$ cat src/rtl/mips_multicycle_ctrl.sv
// mips_multicycle_ctrl: Moore sequencer stepping the shared MIPS datapath through
// fetch/decode/execute/memory/writeback, with a memory ready handshake and retired count.
module mips_multicycle_ctrl #(
  parameter int CNT_W = 32
) (
  input  logic             clk,
  input  logic             rst_n,
  input  logic [5:0]       i_opcode,
  input  logic             i_zero,
  input  logic             i_mem_ready,
  output logic             o_mem_req,
  output logic             o_iord,
  output logic             o_ir_write,
  output logic             o_pc_en,
  output logic [1:0]       o_pc_src,
  output logic             o_alu_src_a,
  output logic [1:0]       o_alu_src_b,
  output logic [1:0]       o_alu_op,
  output logic             o_logic,
  output logic [1:0]       o_reg_dst,
  output logic [1:0]       o_mem_toreg,
  output logic             o_reg_write,
  output logic             o_mem_write,
  output logic             o_branch,
  output logic             o_illegal_op,
  output logic [3:0]       o_state,
  output logic [CNT_W-1:0] o_instr_count
);
  typedef enum logic [3:0] {
    S_FETCH = 4'd0, S_DECODE = 4'd1, S_MEMADR = 4'd2, S_MEMRD = 4'd3, S_MEMWB = 4'd4,
    S_MEMWR = 4'd5, S_RTEXE = 4'd6, S_ALUWB = 4'd7, S_BEQ = 4'd8, S_IMMEXE = 4'd9,
    S_IMMWB = 4'd10, S_JUMP = 4'd11, S_JAL = 4'd12
  } state_t;

  state_t           r_state, w_next;
  logic [CNT_W-1:0] r_count;
  logic             w_retire, w_ill, w_ori;

  assign w_ori         = i_opcode == 6'b001101;
  assign o_state       = r_state;
  assign o_instr_count = r_count;

  always_ff @(posedge clk or negedge rst_n) begin
    if (!rst_n) begin
      r_state <= S_FETCH;
      r_count <= '0;
    end else begin
      r_state <= w_next;
      if (w_retire) r_count <= r_count + CNT_W'(1);
    end
  end

  always_comb begin
    w_next   = S_FETCH;
    w_retire = 1'b0;
    w_ill    = 1'b0;
    case (r_state)
      S_FETCH:  w_next = i_mem_ready ? S_DECODE : S_FETCH;
      S_DECODE:
        case (i_opcode)
          6'b100011, 6'b101011: w_next = S_MEMADR;
          6'b000000:            w_next = S_RTEXE;
          6'b000100:            w_next = S_BEQ;
          6'b001000, 6'b001101: w_next = S_IMMEXE;
          6'b000010:            w_next = S_JUMP;
          6'b000011:            w_next = S_JAL;
          default:              w_ill  = 1'b1;
        endcase
      S_MEMADR: w_next = (i_opcode == 6'b100011) ? S_MEMRD : S_MEMWR;
      S_MEMRD:  w_next = i_mem_ready ? S_MEMWB : S_MEMRD;
      S_MEMWR: begin
        w_next   = i_mem_ready ? S_FETCH : S_MEMWR;
        w_retire = i_mem_ready;
      end
      S_RTEXE:  w_next = S_ALUWB;
      S_IMMEXE: w_next = S_IMMWB;
      S_MEMWB, S_ALUWB, S_BEQ, S_IMMWB, S_JUMP, S_JAL: w_retire = 1'b1;
      default:  w_next = S_FETCH;
    endcase
  end

  // Outputs are held at zero for as long as reset is asserted, even though the state is FETCH.
  always_comb begin
    o_mem_req    = 1'b0;
    o_iord       = 1'b0;
    o_ir_write   = 1'b0;
    o_pc_en      = 1'b0;
    o_pc_src     = 2'b00;
    o_alu_src_a  = 1'b0;
    o_alu_src_b  = 2'b00;
    o_alu_op     = 2'b00;
    o_logic      = 1'b0;
    o_reg_dst    = 2'b00;
    o_mem_toreg  = 2'b00;
    o_reg_write  = 1'b0;
    o_mem_write  = 1'b0;
    o_branch     = 1'b0;
    o_illegal_op = 1'b0;
    if (rst_n)
      case (r_state)
        S_FETCH: begin
          o_mem_req   = 1'b1;
          o_alu_src_b = 2'b01;
          o_ir_write  = i_mem_ready;
          o_pc_en     = i_mem_ready;
        end
        S_DECODE: begin
          o_alu_src_b  = 2'b11;
          o_illegal_op = w_ill;
        end
        S_MEMADR: begin
          o_alu_src_a = 1'b1;
          o_alu_src_b = 2'b10;
        end
        S_MEMRD: begin
          o_mem_req = 1'b1;
          o_iord    = 1'b1;
        end
        S_MEMWB: begin
          o_mem_toreg = 2'b01;
          o_reg_write = 1'b1;
        end
        S_MEMWR: begin
          o_mem_req   = 1'b1;
          o_iord      = 1'b1;
          o_mem_write = 1'b1;
        end
        S_RTEXE: begin
          o_alu_src_a = 1'b1;
          o_alu_op    = 2'b10;
        end
        S_ALUWB: begin
          o_reg_dst   = 2'b01;
          o_reg_write = 1'b1;
        end
        S_BEQ: begin
          o_alu_src_a = 1'b1;
          o_alu_op    = 2'b01;
          o_branch    = 1'b1;
          o_pc_src    = 2'b01;
          o_pc_en     = i_zero;
        end
        S_IMMEXE: begin
          o_alu_src_a = 1'b1;
          o_alu_src_b = 2'b10;
          o_alu_op    = 2'b11;
          o_logic     = w_ori;
        end
        S_IMMWB: begin
          o_reg_write = 1'b1;
          o_logic     = w_ori;
        end
        S_JUMP: begin
          o_pc_src = 2'b10;
          o_pc_en  = 1'b1;
        end
        S_JAL: begin
          o_pc_src    = 2'b10;
          o_pc_en     = 1'b1;
          o_reg_write = 1'b1;
          o_reg_dst   = 2'b10;
          o_mem_toreg = 2'b10;
        end
        default: o_mem_req = 1'b0;
      endcase
  end
endmodule

$ cat config.mk
export PLATFORM = sky130hd
export DESIGN_NAME = mips_multicycle_ctrl
export DESIGN_NICKNAME = d
export VERILOG_FILES = /design/src/rtl/mips_multicycle_ctrl.sv
export SDC_FILE = /design/constraint.sdc
export NUM_CORES = 1
export LEC_CHECK = 0
export CORE_MARGIN = 2
export CORE_UTILIZATION = 47
export CTS_CLUSTER_SIZE = 30
export DETAILED_ROUTE_END_ITERATION = 16
export PLACE_DENSITY = 0.77
export SETUP_SLACK_MARGIN = 0.5
export SYNTH_ARGS = -nofsm -noshare
export SYNTH_HDL_FRONTEND = slang
export SYNTH_SLANG_ARGS = --single-unit
$ cat constraint.sdc
create_clock -name clk -period 2.2 [get_ports clk]
set_input_delay 0.33 -clock clk [delete_from_list [all_inputs] [get_ports clk]]
set_output_delay 0.33 -clock clk [all_outputs]
set_load 0.005 [all_outputs]
==> flow_summary.toml <==
[logic_synthesis]
muxShareOfSynthArea_pct = 0.978
synthSimpleGateAreaFrac_pct = 30.1
synthTopCellsByArea = "dfrtp_1 (41%), xor2_1 (9.7%), nor2_1 (4.8%), nand3_1 (4.1%), xnor2_1 (4.0%)"
synth-compound-area-share_pct = 8.34
synth_top_family_by_area = "simple AND/OR/NAND/NOR gates"
synth_common_cells = "dfrtp_1 (36), nor2_1 (28), xor2_1 (24)"
synth-seq-cells = 36
synth_top_area_cell = "dfrtp_1"
syn-num-nets = 247
synthDistinctLibCells = 48
ys.warnings.count = 0
async_reset_ff_share_pct = 100
ys.flop_type = "dfrtp_1"
yosysTopAreaCellShare_pct = 41.4
yosysMostFrequentCell = "dfrtp_1"
ys_seq_area_share_pct = 41.4
synth_edf_count = 0
netlist_area_um2 = 2170
synth_adder_area_share_pct = 0.575
avgSynthCellArea_um2 = 9.21
synth-xor-area-share_pct = 13.7
syn_inst = 236

[routing]
wl_per_cell_um = 21.7
vias = 2597
drc = 0
via_per_inst = 6.14
drt_iter0_drc = 225
dr.pass1.iters = 4
wl_mm = 9.20
ant_nets = 0

[floorplan]
coreArea_um2 = 4410
dieArea_um2 = 5190
fp-row-count = 24
die_width_um = 72.0
start_util_pct = 49.3
die_y_um = 72.0
pin_count = 66

[grt]
grt_usage_pct = 27.6
grt_pass1_vias = 2351
grt_max_degree = 25
grt_pass1_wl_mm = 11.2
overflow = 0
antenna_found_initial = 0

[clock_network]
path_clk_slew_ns = 0.07
cts_root_buf = "clkbuf_8"
cts_buffers = 5
postCtsHoldBufs = 0
clk_latency_ns = 0.29
cts_tree = "built"
cts.sinks = 36
clock_path_buffers = 2
cts.htree.levels = 2

[timing]
worstMarginPinSlew_ns = 0.587
maxSlewHeadroom_pct = 60.8
fin_crit_ns = 2.05
hold_slack_ns = 0.0346
rsz0062_at_grt = "true"
setup_slack_ns = 0.152
drv_slew = 0
hold_viol = 0
fmax_ghz = 0.488
finalClockSkew_ns = 0.00560
fin_crit_sh_pct = 93.1
finalSetupViolCount = 0

[setup_path]
r2r_start = "o_state[0]$_DFF_PN0_"
crit_chain = "buf_6 > or2_4 > nor2_4 > buf_4 > a211o_1 > clkdlybuf4s15_1"
setup.worst_path.end_class = "output port"
cp.required_ns = 1.87
critPathMaxStageDelay_ns = 0.44
critPathArrivalTime_ns = 1.72
crit_start = "o_state[2]$_DFF_PN0_"
cp_slowest_cell = "dfrtp_1"
worst_setup_path_start_kind = "register"
critPathKind = "reg -> out"
critPathMaxFanout = 3

[placed_design]
gp_congestion = 0.894
pre_cts_slack_ns = -0.152
dp_hpwl_mm = 3.93
io_buffer_count = 65

[cells_and_area]
diodes = 0
drive_gt1_share_pct = 47.4
syn_to_final_growth_pct = 83.7
fin_util_pct = 90.5
nNetsFinal = 381

[power]
leakagePower_nw = 2.01
p_per_area_nw_per_um2 = 714
vdd_drop_max_mv = 0.613

[status]
status = "complete, no violations"

[job]
maxCapViolCount = 0

[hold_path]
min_path_type = "in -> async"
[timing repair]
action                     4_1_cts  5_1_grt
setup endpoints to repair       53       58
buffers inserted                32       17
cloned                           1        0
pin swaps                       33       34
gates resized for setup        118       79
[through the flow]
step | area (µm²) | power, mW | setup TNS (ns) | instances
final | 4000 | 2.85 | 0 | 423
after global routing | 4000 | 2.92 | 0 | 423
after CTS | 3660 | 2.40 | 0 | 406
after detailed placement | 3080 | 1.53 | -0.191 | 365
after global placement | 3080 | 1.52 | -0.149 | 365
after floorplan | 2240 | 1.15 | 0 | 236
[final timing paths]
path	to	slack [ns]	cells past startpoint
worst max-delay path	o_pc_en	0.15	6
worst min register to register	o_instr_count[31]$_DFFE_PN0P_	0.48	1
max in group asynchronous	o_instr_count[22]$_DFFE_PN0P_	1.59	3
worst max register to register	o_instr_count[27]$_DFFE_PN0P_	0.19	7
min in group clk	o_instr_count[31]$_DFFE_PN0P_	0.48	1
worst min-delay path	o_state[2]$_DFF_PN0_	0.03	2
[kinds of logic (layout without fill, tap and decap cells)]
group	after synthesis	count (layout)
AOI/OAI and AO/OA	26	26
xor gates and xnor gates	34	34
buffers and inverters	21	155
DFF	36	36
and+or+nand+nor	116	117
muxes	2	2
adders and majority gates	1	1
[critical path: cells and delay by family (launching register included)]
kind,cells,cell delay (ns)
flip-flops,1,0.44
AO/OA/AOI/OAI,1,0.08
buffers and inverters,3,0.48
AND/OR/NAND/NOR,2,0.43
[where the power goes]
part | internal (mW) | switching (mW) | leakage (nW) | total [mW]
Combinational | 0.762 | 0.697 | 1.48 | 1.46
Clock | 0.337 | 0.252 | 0.0552 | 0.588
Sequential | 0.715 | 0.0889 | 0.476 | 0.804
[layout make-up]
class	instances	area (µm²)
Multi-Input combinational cell	180	1620
Clock buffer	6	72.6
Clock inverter	2	35.0
Fill cell	189	419
Inverter	7	33.8
Tap cell	52	65.1
Sequential cell	36	903
Timing Repair Buffer	140	1260
[flip-flops by register name, indices dropped and copies added, names as in the netlist]
register	count
o_state	4
o_instr_count	32
[metal layers]
metal / global-route usage, % / vias to the layer above / routed length (µm)
li1: - / 1098 / -
met1: 32.7 / 1280 / 3330
met2: 50.5 / 184 / 4820
met3: 3.89 / 35 / 653
met4: 10.5 / 0 / 387
met5: 0 / - / 0
[cell usage in the layout (no fill, tap or decap), drive strengths merged, types with 2 or more instances in the layout]
cell type | synthesis | layout
dlymetal6s2s | 0 | 4
and3 | 2 | 2
nor3 | 13 | 13
nor4 | 9 | 9
nand4 | 5 | 5
dfrtp | 36 | 36
a211oi | 3 | 3
and4 | 3 | 3
xor2 | 24 | 24
or4 | 5 | 6
o22ai | 3 | 3
o21ai | 7 | 7
nor2 | 28 | 28
dlygate4sd2 | 0 | 8
inv | 7 | 7
clkdlybuf4s15 | 0 | 2
and2 | 3 | 3
a21oi | 3 | 3
nor2b | 2 | 2
clkdlybuf4s50 | 0 | 35
clkbuf | 7 | 7
nand2 | 21 | 21
nand2b | 2 | 2
xnor2 | 10 | 10
buf | 7 | 90
nand3 | 18 | 18
Power figures use the tool's default switching activity.
